<file path="config.mk">
export PLATFORM = sky130hd
export DESIGN_NAME = imsic_msi_decoder
export DESIGN_NICKNAME = d
export VERILOG_FILES = /design/src/rtl/imsic_msi_decoder_pkg.sv /design/src/rtl/imsic_msi_fifo.sv /design/src/rtl/imsic_msi_decoder.sv
export SDC_FILE = /design/constraint.sdc
export NUM_CORES = 1
export LEC_CHECK = 0
export BUFFER_PORTS_ARGS = -buffer_cell sky130_fd_sc_hd__buf_2
export CAP_MARGIN = 20
export CELL_PAD_IN_SITES_DETAIL_PLACEMENT = 1
export CELL_PAD_IN_SITES_GLOBAL_PLACEMENT = 2
export CORE_AREA = 3 3 100 102
export CTS_CLUSTER_DIAMETER = 50
export CTS_CLUSTER_SIZE = 16
export DETAILED_ROUTE_END_ITERATION = 12
export DIE_AREA = 0 0 103 105
export PLACE_DENSITY_LB_ADDON = 0.1
export SETUP_SLACK_MARGIN = 0.5
export SYNTH_ARGS = -nofsm -noshare
export SYNTH_HDL_FRONTEND = slang
export SYNTH_SLANG_ARGS = --single-unit
</file>
<file path="constraint.sdc">
create_clock -name i_clk -period 9.4 [get_ports i_clk]
set_input_delay 1.88 -clock i_clk [delete_from_list [all_inputs] [get_ports i_clk]]
set_output_delay 1.88 -clock i_clk [all_outputs]
set_load 0.01 [all_outputs]
</file>
<file path="src/rtl/imsic_msi_decoder_pkg.sv">
// Shared types and helpers for the IMSIC MSI decoder: the queued entry format,
// the register-page constants and the page-to-(hart, file) decode function.
package imsic_pkg;

  localparam int unsigned MsiHartW  = 16;
  localparam int unsigned MsiFileW  = 8;
  localparam int unsigned MsiIpnumW = 16;

  localparam int unsigned ImsicPageShift = 12;
  localparam logic [11:0] SetipnumLeOff  = 12'h000;
  localparam logic [11:0] SetipnumBeOff  = 12'h004;

  // Field widths are fixed at their maximum here; the top level narrows them
  // to the port widths that its parameters imply.
  typedef struct packed {
    logic [MsiHartW-1:0]  hart;
    logic [MsiFileW-1:0]  file;
    logic [MsiIpnumW-1:0] ipnum;
  } msi_entry_t;

  typedef struct packed {
    logic                hit;
    logic [MsiHartW-1:0] hart;
    logic [MsiFileW-1:0] file;
  } page_dec_t;

  // M window wins if the two windows overlap. nr_sfiles is a parameter at
  // every call site, so the divide and modulo reduce to constant logic.
  function automatic page_dec_t imsic_decode_page(input logic [31:0] m_page,
                                                  input logic [31:0] s_page,
                                                  input int unsigned nr_harts,
                                                  input int unsigned nr_sfiles);
    page_dec_t r;
    r = '0;
    if (m_page < nr_harts) begin
      r.hit  = 1'b1;
      r.hart = MsiHartW'(m_page);
    end else if (s_page < nr_harts * nr_sfiles) begin
      r.hit  = 1'b1;
      r.hart = MsiHartW'(s_page / nr_sfiles);
      r.file = MsiFileW'((s_page % nr_sfiles) + 1);
    end
    return r;
  endfunction

endpackage

</file>
<file path="src/rtl/imsic_msi_fifo.sv">
// Synchronous FIFO of decoded MSI entries. Pointers wrap modulo Depth; an
// occupancy count one bit wider than the pointers separates full from empty.
// The head payload reads as zero while empty so idle outputs stay clean.
module imsic_msi_fifo
  import imsic_pkg::*;
#(
  parameter int unsigned Depth = 4
) (
  input  logic       i_clk,
  input  logic       ni_rst,
  input  logic       i_push,
  input  msi_entry_t i_data,
  input  logic       i_pop,
  output msi_entry_t o_data,
  output logic       o_full,
  output logic       o_empty
);

  localparam int unsigned PtrW = $clog2(Depth);
  localparam logic [PtrW:0] CntFull = (PtrW + 1)'(Depth);

  logic [PtrW-1:0] wr_ptr_q, wr_ptr_d;
  logic [PtrW-1:0] rd_ptr_q, rd_ptr_d;
  logic [PtrW:0]   cnt_q, cnt_d;
  msi_entry_t      mem_q [Depth];
  logic            do_push, do_pop;

  assign o_full  = (cnt_q == CntFull);
  assign o_empty = (cnt_q == '0);
  assign do_push = i_push && !o_full;
  assign do_pop  = i_pop && !o_empty;
  assign o_data  = o_empty ? '0 : mem_q[rd_ptr_q];

  // Next-state for pointers and occupancy; push and pop together leave the count alone.
  always_comb begin
    wr_ptr_d = wr_ptr_q;
    rd_ptr_d = rd_ptr_q;
    cnt_d    = cnt_q;
    if (do_push) wr_ptr_d = wr_ptr_q + 1'b1;
    if (do_pop)  rd_ptr_d = rd_ptr_q + 1'b1;
    case ({do_push, do_pop})
      2'b10:   cnt_d = cnt_q + 1'b1;
      2'b01:   cnt_d = cnt_q - 1'b1;
      default: cnt_d = cnt_q;
    endcase
  end

  // Control state register with synchronous active-low reset.
  always_ff @(posedge i_clk) begin
    if (!ni_rst) begin
      wr_ptr_q <= '0;
      rd_ptr_q <= '0;
      cnt_q    <= '0;
    end else begin
      wr_ptr_q <= wr_ptr_d;
      rd_ptr_q <= rd_ptr_d;
      cnt_q    <= cnt_d;
    end
  end

  // Payload storage; not reset, since the empty gate hides stale entries.
  always_ff @(posedge i_clk) begin
    if (do_push) mem_q[wr_ptr_q] <= i_data;
  end

endmodule

</file>
<file path="src/rtl/imsic_msi_decoder.sv">
// IMSIC MSI decoder: decodes M and S/VS interrupt-file page writes into
// (hart, file, identity) triples, queues them and issues them with AXI-style
// valid/ready. Requests that fail decode are accepted and counted as drops.
// Build option: IMSIC_BE_SETIPNUM_EN enables the byte-swapped SETEIPNUM_BE
// register at page offset 0x004; without it that offset is dropped.
module imsic_msi_decoder
  import imsic_pkg::*;
#(
  parameter int unsigned          NrHarts     = 4,
  parameter int unsigned          NrInptFiles = 3,
  parameter int unsigned          NrSources   = 64,
  parameter int unsigned          AddrW       = 32,
  parameter logic [AddrW-1:0]     MBase       = 32'h2400_0000,
  parameter logic [AddrW-1:0]     SBase       = 32'h2800_0000,
  parameter int unsigned          FifoDepth   = 4,
  parameter int unsigned          DropCntW    = 16,
  localparam int unsigned         HartW       = (NrHarts > 1) ? $clog2(NrHarts) : 1,
  localparam int unsigned         FileW       = $clog2(NrInptFiles),
  localparam int unsigned         IpnumW      = $clog2(NrSources)
) (
  input  logic                i_clk,
  input  logic                ni_rst,
  input  logic                i_req_valid,
  output logic                o_req_ready,
  input  logic [AddrW-1:0]    i_req_addr,
  input  logic [31:0]         i_req_data,
  output logic                o_wr_valid,
  input  logic                i_wr_ready,
  output logic [HartW-1:0]    o_wr_hart,
  output logic [FileW-1:0]    o_wr_file,
  output logic [IpnumW-1:0]   o_wr_ipnum,
  output logic                o_drop,
  output logic [DropCntW-1:0] o_drop_cnt
);

  localparam logic [31:0] MaxId = 32'(NrSources - 1);

  logic [AddrW-1:0]    m_off, s_off;
  logic [31:0]         m_page, s_page;
  page_dec_t           dec;
  logic [31:0]         id_sel;
  logic                off_ok, id_ok, accept, push, bad;
  logic                fifo_full, fifo_empty;
  msi_entry_t          push_entry, pop_entry;
  logic                drop_q, drop_d;
  logic [DropCntW-1:0] drop_cnt_q, drop_cnt_d;
  logic                unused_entry_bits;

  // Page number inside each window; an address below a base wraps to a huge page and misses.
  always_comb begin
    m_off  = i_req_addr - MBase;
    s_off  = i_req_addr - SBase;
    m_page = 32'(m_off >> ImsicPageShift);
    s_page = 32'(s_off >> ImsicPageShift);
    dec    = imsic_decode_page(m_page, s_page, NrHarts, NrInptFiles - 1);
  end

  // Register-offset select and identity extraction; the full 32-bit value is range checked.
  always_comb begin
    off_ok = 1'b0;
    id_sel = i_req_data;
    if (i_req_addr[11:0] == SetipnumLeOff) begin
      off_ok = 1'b1;
`ifdef IMSIC_BE_SETIPNUM_EN
    end else if (i_req_addr[11:0] == SetipnumBeOff) begin
      off_ok = 1'b1;
      id_sel = {i_req_data[7:0], i_req_data[15:8], i_req_data[23:16], i_req_data[31:24]};
`endif
    end
    id_ok = (id_sel != 32'd0) && (id_sel <= MaxId);
  end

  assign o_req_ready = !fifo_full;
  assign accept      = i_req_valid && o_req_ready;
  assign push        = accept && dec.hit && off_ok && id_ok;
  assign bad         = accept && !(dec.hit && off_ok && id_ok);

  // Entry handed to the queue for a request that decoded cleanly.
  always_comb begin
    push_entry       = '0;
    push_entry.hart  = dec.hart;
    push_entry.file  = dec.file;
    push_entry.ipnum = MsiIpnumW'(id_sel);
  end

  imsic_msi_fifo #(
    .Depth (FifoDepth)
  ) u_fifo (
    .i_clk   (i_clk),
    .ni_rst  (ni_rst),
    .i_push  (push),
    .i_data  (push_entry),
    .i_pop   (o_wr_valid && i_wr_ready),
    .o_data  (pop_entry),
    .o_full  (fifo_full),
    .o_empty (fifo_empty)
  );

  assign o_wr_valid        = !fifo_empty;
  assign o_wr_hart         = pop_entry.hart[HartW-1:0];
  assign o_wr_file         = pop_entry.file[FileW-1:0];
  assign o_wr_ipnum        = pop_entry.ipnum[IpnumW-1:0];
  assign unused_entry_bits = ^pop_entry;

  // Drop pulse follows a rejected request by one cycle; the counter sticks at all-ones.
  always_comb begin
    drop_d     = bad;
    drop_cnt_d = drop_cnt_q;
    if (bad && (drop_cnt_q != '1)) drop_cnt_d = drop_cnt_q + 1'b1;
  end

  // Drop accounting registers with synchronous active-low reset.
  always_ff @(posedge i_clk) begin
    if (!ni_rst) begin
      drop_q     <= 1'b0;
      drop_cnt_q <= '0;
    end else begin
      drop_q     <= drop_d;
      drop_cnt_q <= drop_cnt_d;
    end
  end

  assign o_drop     = drop_q;
  assign o_drop_cnt = drop_cnt_q;

endmodule

</file>
## Word-level counts from Yosys, hierarchy flattened

Memories as Yosys holds them, arrays and structs flattened. A register that Yosys moved wholly into a read port is not among the register bits.
Index checks and enable logic that the tools add are counted.

- Register bits after elaboration: 24
- Memory bits (writable): 160
- Logic and storage cells: 50
- Memories kept: 1

- Add/subtract/negate cells: 8
- Magnitude comparators: 3
- Equality and inequality tests: 4
- Mux-type cells: 10
- Reduce and logical (&&, ||, !) cells: 19

Memory list:

| memory | words | bits a word | rd ports | clocked after memory_dff | write ports | line | RTL |
|---|---|---|---|---|---|---|---|
| u_fifo.mem_q | 4 | 40 | 1 | 1 | 1 | imsic_msi_fifo.sv:25 | `msi_entry_t mem_q [Depth];` |

Operators by type and width:

| kind | number |
|---|---|
| 32-bit by 30-bit subtractor with 32-bit output, second input constant | 2 |
| 32-bit by 6-bit less-or-equal comparator with 1-bit output, second input constant | 1 |
| 32-bit nonzero test | 1 |
| 26-bit 2-to-1 mux | 1 |
| 25-bit 2-to-1 mux | 1 |
| 20-bit by 3-bit less-than comparator with 1-bit output, second input constant | 1 |
| 20-bit by 4-bit less-than comparator with 1-bit output, second input constant | 1 |
| 17-bit 2-to-1 mux | 1 |
| 16-bit by 1-bit adder with 16-bit output, second input constant | 1 |
| 16-bit != test, second input constant | 1 |
| 1-bit logical AND | 12 |
| 12-bit zero test | 1 |
| 8-bit 2-to-1 mux | 1 |
| 3-bit case mux with 2 select lines | 1 |
| 2-bit by 1-bit adder with 2-bit output, second input constant | 2 |
| 2-bit 2-to-1 mux | 2 |
| 3-bit by 1-bit adder with 3-bit output, second input constant | 1 |
| 3-bit == test, second input constant | 1 |
| 1-bit zero test | 3 |
| 3-bit zero test | 1 |
| 1-bit 2-to-1 mux | 3 |
| 3-bit by 1-bit subtractor with 3-bit output, second input constant | 1 |
| 1-bit by 1-bit adder with 2-bit output, second input constant | 1 |
| 2-bit by 1-bit == test with 1-bit output, second input constant | 1 |
| other kinds (2) | 2 |

## Logic depth before layout (Yosys ltp)

Gate-level depths: netlist of the first run.

- Depth after elaboration: 10
- Depth in mapped cells: 14
- Mapped depth without buffers: 14

## By module

A second synthesis of the first run with hierarchy kept.

- Cells, all modules: 523
- Area, all modules: 8092.8 um^2

Modules (own cells, without submodules):

| module | instances | cells an instance | area each (um^2) | seq. area each (um^2) |
|---|---|---|---|---|
| imsic_msi_fifo | 1 | 307 | 6528.8 | 4984.8 |
| imsic_msi_decoder | 1 | 216 | 1564.0 | 340.3 |

## Worst setup path before layout of the first run

Ideal clock, no wire load.

- Path kind: input to register
- Start point: input port i_req_addr[27]
- End point: register u_fifo.cnt_q[2]
- Setup time: 0.076 ns
- Arrival: 4.227 ns
- Required time: 9.324 ns
- Slack: 5.097 ns
- Stages on the path: 14
- Path buffers: 0
- Path through: inv_1 > ha_1 > or3b_1 > a211oi_2 > o21bai_4 > nand2_2 > nor2_4 > inv_1 > ha_1 > inv_1 > fa_1 > xor2_1 > or3_1 > a21boi_0

- Longest elaborated chain between the ends: 10

Ends and longest elaborated chain:

| what | line | RTL |
|---|---|---|
| from (decl) | imsic_msi_decoder.sv:25 | `input logic [AddrW-1:0] i_req_addr,` |
| 32-bit by 30-bit subtractor with 32-bit output | imsic_msi_decoder.sv:52 | `s_off = i_req_addr - SBase;` |
| 20-bit by 4-bit less-than comparator with 1-bit output | imsic_msi_decoder_pkg.sv:38 | `end else if (s_page < nr_harts * nr_sfiles) begin` |
| 25-bit 2-to-1 mux | imsic_msi_decoder_pkg.sv:38 |  |
| 17-bit 2-to-1 mux (*) | imsic_msi_decoder_pkg.sv:35 | `if (m_page < nr_harts) begin` |
| 1-bit logical AND (*) (3 in series) | imsic_msi_decoder.sv:75 | `assign push = accept && dec.hit && off_ok && id_ok;` |
| 1-bit logical AND (*) | imsic_msi_fifo.sv:30 | `assign do_push = i_push && !o_full;` |
| 2-bit by 1-bit == test with 1-bit output / 2-bit == test (equally long branches) | imsic_msi_fifo.sv:41 | `case ({do_push, do_pop})` |
| 3-bit case mux with 2 select lines / 2-bit nonzero test (equally long branches) | n/a |  |
| to (signal assigned) | imsic_msi_fifo.sv:57 | `cnt_q <= cnt_d;` |
| to (decl) | imsic_msi_fifo.sv:24 | `logic [PtrW:0] cnt_q, cnt_d;` |

Mark *: on every way between the ends. The rest lies on a longest branch, timed or not.
A chain may end at the register's enable or synchronous reset.

## Final worst setup path of the first run

Same ends and word-level chain as after synthesis.

==> flow_summary.json, run 1 <==
{
  "status": "finished clean",
  "grt_setup_unrepaired": "false",
  "gp_routability_congestion": 0.775,
  "cts_setup_buffers": 0,
  "crit_path_end_kind": "flip-flop",
  "fmax_ghz": 0.232,
  "hold_class": "reg2reg",
  "pin_count": 97,
  "path_max_fanout": 7,
  "sw_frac_of_total": 0.222,
  "synth_edf_count": 40,
  "pwr-share-comb": 0.058,
  "vdd_drop_max_v": 0.0000553,
  "yosysSeqAreaShare": 0.535,
  "drc": 0,
  "grt-ovfl-total": 0,
  "final_area_mm2": 0.00397,
  "synthTopCellsByArea": "edfxtp_1 (37%), dfxtp_1 (16%), mux4_2 (7.0%)",
  "placedCellCount": 461,
  "initial_core_util": 0.350,
  "syn_to_final_growth_pct": 23.3,
  "period_needed_ps": 4310,
  "cts_tree": "done",
  "synth_flop_cell": "edfxtp_1",
  "grtUsageTotal": 0.139,
  "worstSetupStartpointType": "input port",
  "internal-power_uw": 424,
  "async_flop_share": 0,
  "layout_common_cells": "buf_2 (96), edfxtp_1 (40), nand2_1 (27)",
  "crit_type": "in2reg",
  "postLayoutCoreUtil": 0.432,
  "antenna_found_initial": 0,
  "drive_gt1_frac": 0.374,
  "die_w_um": 103,
  "p_leak_nw": 1.57,
  "drt_wl_total_mm": 7.11,
  "powerDensity_mw_per_mm2": 137,
  "yosysTopAreaCellShare": 0.373,
  "num_rows": 35,
  "post_drt_wl_per_cell_um": 14.9,
  "hold_violations": 0,
  "cts_resized": 0,
  "final_common_cell": "buf_2",
  "coreArea_mm2": 0.00920,
  "dpl_cell_area_mm2": 0.00380,
  "grt_pass1_wl_mm": 11.6,
  "synth.avg_cell_area_um2": 12.3,
  "required_ps": 9670,
  "hold_buffers": 0,
  "io_buffers": 96,
  "diodes": 0,
  "vias_per_cell": 5.00,
  "grt_max_degree": 41,
  "finalNonFillerCells": 477,
  "dieArea_mm2": 0.0108,
  "cap_violations": 0,
  "clock_skew_ps": 11.0,
  "syn_nets": 339,
  "r2r_start": "u_fifo.cnt_q[0]$_SDFFE_PN0P_",
  "fin_crit_sh": 0.458,
  "clk-insertion-delay-late_ps": 330,
  "clk_path_buf_depth": 2,
  "crit_start": "i_req_addr[27]",
  "hold_ws_ps": 490,
  "tightest_slew_ps": 695,
  "net-switching-power_uw": 121,
  "ant_nets": 0,
  "p_clk_frac": 0.378,
  "place_hpwl_mm": 5.35,
  "critPathArrivalTime_ps": 4570,
  "synth.distinct_cells": 48,
  "worstHoldStart": "o_drop_cnt[15]$_SDFFE_PN0P_",
  "drt_iter0_markers": 78,
  "synth_area_mm2": 0.00322,
  "multiInputGateArea_mm2": 0.00143,
  "p_seq_frac": 0.565,
  "num_vias": 2384,
  "grt_pass1_vias": 2429,
  "slew_headroom": 0.536,
  "num-fill-cells": 1021,
  "clk_pin_slew_ps": 70,
  "drt_first_pass_iters": 4,
  "clkSinkCount": 66,
  "regArea_mm2": 0.00172,
  "synth_area_leader_cell": "edfxtp_1",
  "cts_made_buffers": 9,
  "yosysWarnings": 0,
  "fin_setup_tns_ps": 0,
  "synth-seq-cells": 66,
  "die_h_um": 105,
  "synth_cells": 262,
  "root_buffer": "clkbuf_8",
  "h-tree-depth": 3,
  "slew_violations": 0,
  "finalSetupViolCount": 0,
  "fin_nets": 438
}
[critical path, cell delays in order]
cell and delay, ps:
buf_2 90, inv_1 60, ha_1 220, or3b_1 370, a211oi_2 330, o21bai_4 230, nand2_2 150, nor2_4 200
inv_1 70, ha_1 200, inv_1 70, fa_1 180, xor2_1 70, or3_1 300, a21boi_0 160
[Yosys cell counts, types with 2 or more instances]
master / n
nand2_1: 27
xnor2_1: 5
nand4_1: 9
mux4_2: 10
inv_1: 9
nand2b_1: 10
and2_1: 19
o21ai_0: 3
and3_1: 5
xor2_1: 2
nand3_1: 8
nor2_1: 7
nand3b_1: 2
mux2i_1: 13
a21boi_0: 2
clkbuf_1: 5
nor2b_1: 7
and4_1: 2
edfxtp_1: 40
a22oi_1: 2
a211oi_1: 2
or2_2: 3
nor4_2: 3
nor4_1: 10
ha_1: 8
dfxtp_1: 26
or3_1: 2
[sequential cells by signal, indices dropped and copies added, names as in the netlist, named ones only]
| name | cells |
|---|---|
| u_fifo.mem_q | 40 |
| o_drop_cnt | 16 |
| u_fifo.cnt_q | 3 |
| u_fifo.rd_ptr_q | 2 |
| u_fifo.wr_ptr_q | 2 |
| o_drop | 1 |
[cells by family (layout without fill, tap and decap cells)]
kind of cell | after synthesis | count (layout) | synth area share
adder cells (fa/ha/maj) | 9 | 9 | 0.0373
buffers and inverters | 17 | 121 | 0.0225
XOR/XNOR | 7 | 7 | 0.0190
multiplexers | 23 | 23 | 0.110
AND/OR/NAND/NOR | 125 | 125 | 0.235
AO/OA/AOI/OAI | 15 | 15 | 0.0412
flip-flops | 66 | 66 | 0.535
[power groups by stage]
stage,clock (mW),combinational [mW],sequential [mW]
3_3_place_gp,0,0.0316,0.314
4_1_cts,0.216,0.0324,0.307
3_5_place_dp,0,0.0322,0.314
5_1_grt,0.230,0.0357,0.307
6_report,0.205,0.0315,0.307
2_1_floorplan,0,0.0120,0.314
[worst paths after layout]
path                             endpoint  depth (start not counted)  slack (ps)
max          u_fifo.cnt_q[2]$_SDFFE_PN0P_                         15        5090
min           o_drop_cnt[15]$_SDFFE_PN0P_                          2         490
max reg2reg  u_fifo.cnt_q[2]$_SDFFE_PN0P_                         10        6920
min reg2reg   o_drop_cnt[15]$_SDFFE_PN0P_                          2         490
[through the flow]
step / worst slack, ps / power, mW
finish: 5090 / 0.544
global route: 4820 / 0.572
CTS: 5070 / 0.556
floorplan: 5100 / 0.326
global placement: 4780 / 0.345
detailed placement: 4730 / 0.346
[metal layers]
layer  GRT usage  share of wire
met3      0.0461          0.075
met5           0              0
met1       0.171           0.43
met4      0.0472          0.013
met2       0.224           0.48
[layout make-up]
type | count | share of cell area
Clock buffer | 11 | 0.0356
Clock inverter | 5 | 0.00725
Inverter | 9 | 0.00851
Multi-Input combinational cell | 179 | 0.359
Sequential cell | 66 | 0.434
Tap cell | 111 | 0.0350
Timing Repair Buffer | 96 | 0.121
Note: power is estimated with default switching activity, not from simulation.
==> inputs of run 2 (changes only) <==
Settings changed: CORE_AREA 3 3 100 102 to 3 3 108 110, DIE_AREA 0 0 103 105 to 0 0 111 113.
Clock period 9.4 ns to 3.6 ns, I/O delays scaled along.
==> run 2 against run 1 <==
Against the previous run:
- count of clock-buffer cells in the layout shrank 2
- register-to-register slack worse by 5700 ps
- clock skew rose by 1.6 ps
- wire length up 7.3%
- global-route usage shrank 1.2 points
- sequential share of layout area decreased by 1.4 points
- largest cell class unchanged
- critical path type unchanged
- non-clock buffer count grew 8
- sequential power rose to 2.6 times the previous value
- largest power group unchanged
- final area rose by 3.3%
- combinational power grew to 2.7 times the previous value
- clock power increased to 3.0 times the previous value
==> flow_summary.json, run 2 (synthesis results as in run 1) <==
{
  "drt_iter0_markers": 71,
  "cap_violations": 0,
  "ant_nets": 0,
  "sw_frac_of_total": 0.224,
  "grtUsageTotal": 0.127,
  "vias_per_cell": 4.76,
  "drc": 0,
  "powerDensity_mw_per_mm2": 364,
  "drt_wl_total_mm": 7.63,
  "root_buffer": "clkbuf_8",
  "regMostFlops": "u_fifo.mem_q",
  "initial_core_util": 0.298,
  "clkSinkCount": 66,
  "num_vias": 2448,
  "net-switching-power_uw": 335,
  "reg2reg_to": "u_fifo.cnt_q[2]$_SDFFE_PN0P_",
  "hold_class": "reg2reg",
  "dpl_cell_area_mm2": 0.00389,
  "hold_violations": 0,
  "antenna_found_initial": 0,
  "drive_gt1_frac": 0.398,
  "crit_chain": "buf_2 -> inv_1 -> ha_2 -> a21boi_1 -> mux2i_1 -> buf_4 -> o21bai_4 -> nand2_4 -> nor2_4 -> inv_1 -> ha_2 -> inv_2 -> fa_2 -> xor2_1 -> or3_1 -> a21boi_1",
  "layout_common_cells": "buf_2 (96), edfxtp_1 (40), nand2_1 (27)",
  "io_buffers": 96,
  "min_delay_path_depth": 2,
  "grt-ovfl-total": 0,
  "grt_max_degree": 41,
  "reg2reg_slack_ps": 1200,
  "clk_path_buf_depth": 2,
  "worstSetupStartpointType": "input port",
  "post_drt_wl_per_cell_um": 14.8,
  "cts_tree": "done",
  "fin_crit_sh": 0.814,
  "pwr-share-comb": 0.057,
  "clock_skew_ps": 12.6,
  "slew_headroom": 0.534,
  "pin_count": 97,
  "p_leak_nw": 1.62,
  "die_h_um": 113,
  "largest_reg_flops": 40,
  "fin_nets": 446,
  "clk_pin_slew_ps": 80,
  "grt_pass1_vias": 2631,
  "final_area_mm2": 0.00410,
  "final_common_cell": "buf_2",
  "finalSetupViolCount": 0,
  "grt_pass1_wl_mm": 12.6,
  "path_max_fanout": 6,
  "rr_worst_depth": 10,
  "status": "finished clean",
  "fmax_ghz": 0.341,
  "num_rows": 38,
  "cts_made_buffers": 9,
  "diodes": 0,
  "vdd_drop_max_v": 0.000156,
  "internal-power_mw": 1.16,
  "dieArea_mm2": 0.0125,
  "crit_path_end_kind": "flip-flop",
  "critPathArrivalTime_ps": 3210,
  "h-tree-depth": 3,
  "die_w_um": 111,
  "p_clk_frac": 0.406,
  "slowest_delay_ps": 350,
  "drt_first_pass_iters": 4,
  "num-fill-cells": 1213,
  "hold_ws_ps": 502,
  "place_hpwl_mm": 5.78,
  "period_needed_ps": 2930,
  "tightest_slew_ps": 698,
  "worstHoldStart": "u_fifo.cnt_q[2]$_SDFFE_PN0P_",
  "grt_setup_unrepaired": "false",
  "p_seq_frac": 0.537,
  "fin_setup_tns_ps": 0,
  "clk-insertion-delay-late_ps": 340,
  "coreArea_mm2": 0.0108,
  "slew_violations": 0,
  "r2r_start": "u_fifo.cnt_q[0]$_SDFFE_PN0P_",
  "hold_end": "u_fifo.cnt_q[2]$_SDFFE_PN0P_",
  "crit_type": "in2reg",
  "syn_to_final_growth_pct": 27.4,
  "gp_routability_congestion": 0.722,
  "crit_slowest_cell": "fa_2",
  "required_ps": 3880
}
[run 2: cell count changes in the layout (fill, tap and decap cells not counted), sizes merged]
cell and change:
inv -1, clkbuf -2, bufinv +1, buf +8, clkinvlp +2
[run 2: final cells by class]
type                            count  area, um^2  area share
Tap cell                          140         175      0.0427
Clock inverter                      7        70.1      0.0171
Inverter                            9        33.8     0.00823
Clock buffer                        9         124      0.0302
Timing Repair Buffer              104         541       0.132
Sequential cell                    66        1720       0.420
Multi-Input combinational cell    179        1440       0.350
[run 2: power groups by stage]
stage               combinational [mW]  clock [mW]  sequential (mW)
global placement                0.0834           0            0.819
finish                          0.0852       0.607            0.802
global route                    0.0969       0.666            0.802
CTS                             0.0861       0.632            0.802
detailed placement              0.0858           0            0.819
floorplan                       0.0316           0            0.820
[run 2: worst max-delay path: cells and delay by family]
family,cells,cell delay (ps)
buffers and inverters,5,450
xor gates and xnor gates,1,150
and+or+nand+nor,3,490
adders and majority gates,3,730
muxes,1,220
AOI/OAI and AO/OA,3,430
[run 2: what timing repair did]
| item | 4_1_cts | 5_1_grt |
|---|---|---|
| setup buffers | 0 | 2 |
| setup endpoints to repair | 0 | 2 |
| resized for setup | 0 | 1 |
| hold buffers | 0 | 0 |
[run 2: through the flow]
stage / util / power (mW) / setup slack [ps] / instances
3_5_place_dp: 0.361 / 0.905 / 177 / 496
5_1_grt: 0.380 / 1.56 / 497 / 514
6_report: 0.380 / 1.49 / 669 / 514
4_1_cts: 0.379 / 1.52 / 520 / 512
2_1_floorplan: - / 0.851 / 479 / 262
3_3_place_gp: 0.361 / 0.902 / 263 / 496
[run 2: worst max path at each step]
stage                                         endpoint  cells past startpoint            from
after floorplan           u_fifo.cnt_q[2]$_SDFFE_PN0P_                     14  i_req_addr[27]
after global placement    u_fifo.cnt_q[2]$_SDFFE_PN0P_                     15  i_req_addr[27]
after detailed placement  u_fifo.cnt_q[2]$_SDFFE_PN0P_                     15  i_req_addr[27]
after CTS                 u_fifo.cnt_q[2]$_SDFFE_PN0P_                     15  i_req_addr[27]
after global routing      u_fifo.cnt_q[2]$_SDFFE_PN0P_                     16  i_req_addr[27]
final                     u_fifo.cnt_q[2]$_SDFFE_PN0P_                     16  i_req_addr[27]
[run 2: routing by layer]
layer	part of all wire	vias up	GRT usage
met3	0.058	10	0.0278
li1	-	1178	-
met5	0	-	0
met1	0.41	1183	0.139
met4	0.017	0	0.0591
met2	0.52	77	0.233
==> inputs of run 3 (changes only) <==
Settings changed: ABC_AREA set to 1, CORE_AREA 3 3 108 110 to 3 3 112 114, DIE_AREA 0 0 111 113 to 0 0 115 117.
Clock period 3.6 ns to 2.9 ns, I/O delays scaled along.
==> run 3 against run 2 <==
Against the previous run:
- combinational power rose by 44%
- wire length increased by 31%
- sequential power grew 24%
- core utilization is 1.8 points higher
- critical endpoint is now u_fifo.cnt_q[1]$_SDFFE_PN0P_
- largest power group is now clock
==> flow_summary.json, run 3 <==
{
  "route.met3.wl_um": 474,
  "synth-seq-cells": 66,
  "worstSetupStartpointType": "input port",
  "critPathTopFamily": "adder cells",
  "crit_slowest_cell": "fa_2",
  "syn_to_final_growth_pct": 31.3,
  "hold_class": "reg2reg",
  "root_buffer": "clkbuf_16",
  "cp_common_cell": "nor2_1",
  "yosysWarnings": 0,
  "clk_path_buf_depth": 2,
  "grt_max_degree": 21,
  "clk_pin_slew_ps": 50,
  "setup_ws_ps": 681,
  "crit_type": "in2reg",
  "place_ws_ps": 225,
  "tightest_slew_ps": 725,
  "postLayoutCoreUtil": 0.398,
  "final_common_cell": "nor2_1",
  "initial_core_util": 0.303,
  "die_h_um": 117,
  "p_seq_frac": 0.462,
  "pwr-share-comb": 0.057,
  "p_clk_frac": 0.481,
  "synth.distinct_cells": 29,
  "hold_violations": 0,
  "async_flop_share": 0,
  "powerDensity_mw_per_mm2": 471,
  "net-switching-power_uw": 452,
  "dieArea_mm2": 0.0135,
  "synth_edf_count": 40,
  "drt_first_pass_iters": 4,
  "clock_skew_ps": 6.80,
  "cts_made_buffers": 9,
  "syn_nets": 512,
  "yosys.cell_count.top_type": "nor2_1",
  "vdd_drop_max_v": 0.000238,
  "path_buf_inv": 4,
  "hold_buffers": 0,
  "critPathArrivalTime_ps": 2400,
  "drt_iter0_markers": 159,
  "synthTopCellsByArea": "edfxtp_1 (34%), dfxtp_1 (15%), nor2_1 (11%)",
  "crit_path_end_kind": "flip-flop",
  "layout_common_cells": "nor2_1 (100), buf_2 (96), nand2_1 (72)",
  "diodes": 0,
  "wl_met2_mm": 4.83,
  "finalSetupViolCount": 0,
  "ant_nets": 0,
  "cap_violations": 0,
  "top_layer_used": "met4",
  "fin_setup_tns_ps": 0,
  "synth.avg_cell_area_um2": 8.02,
  "synth_flop_cell": "edfxtp_1",
  "crit_chain": "buf_2 -> inv_2 -> ha_1 -> inv_1 -> nand2_1 -> a21oi_2 -> nor2_1 -> nand2_1 -> nand2_2 -> nand3_4 -> ha_4 -> inv_2 -> fa_2 -> nor2_1 -> a21oi_1 -> nor2_1",
  "place_hpwl_mm": 7.47,
  "coreArea_mm2": 0.0115,
  "status": "finished clean",
  "required_ps": 3080,
  "path_max_fanout": 5,
  "grt_pass1_vias": 3305,
  "num_rows": 39,
  "die_w_um": 115,
  "io_buffers": 96,
  "drc": 0,
  "antenna_found_initial": 0,
  "gp_routability_congestion": 0.768,
  "power_mw": 2.16,
  "synth_cells": 435,
  "synth_commonest_cells": "nor2_1 (100), nand2_1 (73), inv_1 (50), edfxtp_1 (40), dfxtp_1 (26)",
  "clk-insertion-delay-late_ps": 320,
  "fmax_ghz": 0.451,
  "internal-power_mw": 1.71,
  "drt_wl_total_mm": 10.0,
  "vias_per_cell": 4.67,
  "grt_setup_unrepaired": "false",
  "drive_gt1_frac": 0.277,
  "regMostFlops": "u_fifo.mem_q",
  "yosysSeqAreaShare": 0.493,
  "fin_crit_sh": 0.765,
  "p_leak_nw": 2.02,
  "yosysTopAreaCellShare": 0.344,
  "largest_reg_flops": 40,
  "slowest_delay_ps": 510,
  "synth_area_leader_cell": "edfxtp_1",
  "clkSinkCount": 66,
  "h-tree-depth": 3,
  "period_needed_ps": 2220,
  "sw_frac_of_total": 0.210,
  "fin_nets": 625,
  "grtUsageTotal": 0.153,
  "pin_count": 97,
  "wl_met1_mm": 4.58,
  "slew_violations": 0,
  "post_drt_wl_per_cell_um": 14.4,
  "grt_pass1_wl_mm": 16.0,
  "slew_headroom": 0.516,
  "num_vias": 3252,
  "cts_tree": "done",
  "synth_area_mm2": 0.00349,
  "grt-ovfl-total": 0
}
run 3: cell count changes after synthesis, moves of 7 or more:
cell | before | now
nor2b_1 | 7 | 0
nand2_1 | 27 | 73
nor4_1 | 10 | 1
nand4_1 | 9 | 21
nand2b_1 | 10 | 0
mux2i_1 | 13 | 0
and2_1 | 19 | 3
a21oi_2 | 0 | 7
a21oi_1 | 0 | 24
nor2_1 | 7 | 100
o21ai_0 | 3 | 25
inv_1 | 9 | 50
mux4_2 | 10 | 0
run 3: cell type report:
cell class / instances / area [um^2]
clock buffer: 10 / 229
clock inverter: 6 / 57.6
fill: 1440 / 6940
inverter: 56 / 214
multi-input combinational: 302 / 1570
sequential: 66 / 1720
tap: 143 / 179
timing repair buffer: 113 / 608
run 3: final timing paths:
path                              startpoint                         endpoint  slack (ps)  depth (start not counted)
min reg2reg  u_fifo.rd_ptr_q[1]$_SDFFE_PN0P_  u_fifo.rd_ptr_q[1]$_SDFFE_PN0P_         470                          2
max                           i_req_addr[27]     u_fifo.cnt_q[1]$_SDFFE_PN0P_         680                         16
max reg2reg       o_drop_cnt[1]$_SDFFE_PN0P_       o_drop_cnt[4]$_SDFFE_PN0P_         750                          9
min          u_fifo.rd_ptr_q[1]$_SDFFE_PN0P_  u_fifo.rd_ptr_q[1]$_SDFFE_PN0P_         470                          2
run 3: worst register-to-register path, cell delays in order, from the launching register on:
cell     delay (ps)
dfxtp_1         400
ha_1            300
nand2_2         120
nor3b_4         380
nand2_1         110
nor2_1          180
nand2_4         190
nand3_4         200
nand2_1          90
a21oi_1         120
run 3: kinds of logic after synthesis:
logic type	count (synthesis)	synth area share
AO/OA/AOI/OAI	59	0.0929
XOR/XNOR	8	0.0201
adder cells (fa/ha/maj)	9	0.0344
buffers and inverters	68	0.0760
flip-flops	66	0.493
AND/OR/NAND/NOR	225	0.283
run 3: routing by layer:
layer,up-vias,track usage
li1,1657,-
met1,1507,0.197
met2,76,0.255
met3,12,0.0314
met4,0,0.0540
met5,-,0
run 3: power groups by stage:
stage                     Combinational [mW]  Clock (mW)  Sequential (mW)
final                                  0.123        1.04            0.997
after global routing                   0.141        1.11            0.997
after CTS                              0.122        1.07            0.997
after detailed placement               0.122           0             1.02
after global placement                 0.118           0             1.02
after floorplan                       0.0491           0             1.02
run 3: stage by stage:
step / hold WS, ps / instance area [um^2] / instances
finish: 468 / 4580 / 696
global placement: 452 / 4200 / 674
CTS: 473 / 4490 / 690
detailed placement: 460 / 4200 / 674
floorplan: 436 / 3510 / 435
global route: 495 / 4580 / 696
run 3: repair_timing:
action	CTS	global route
setup buffers	0	5
endpoints found under the setup margin	0	18
gates resized for setup	0	8
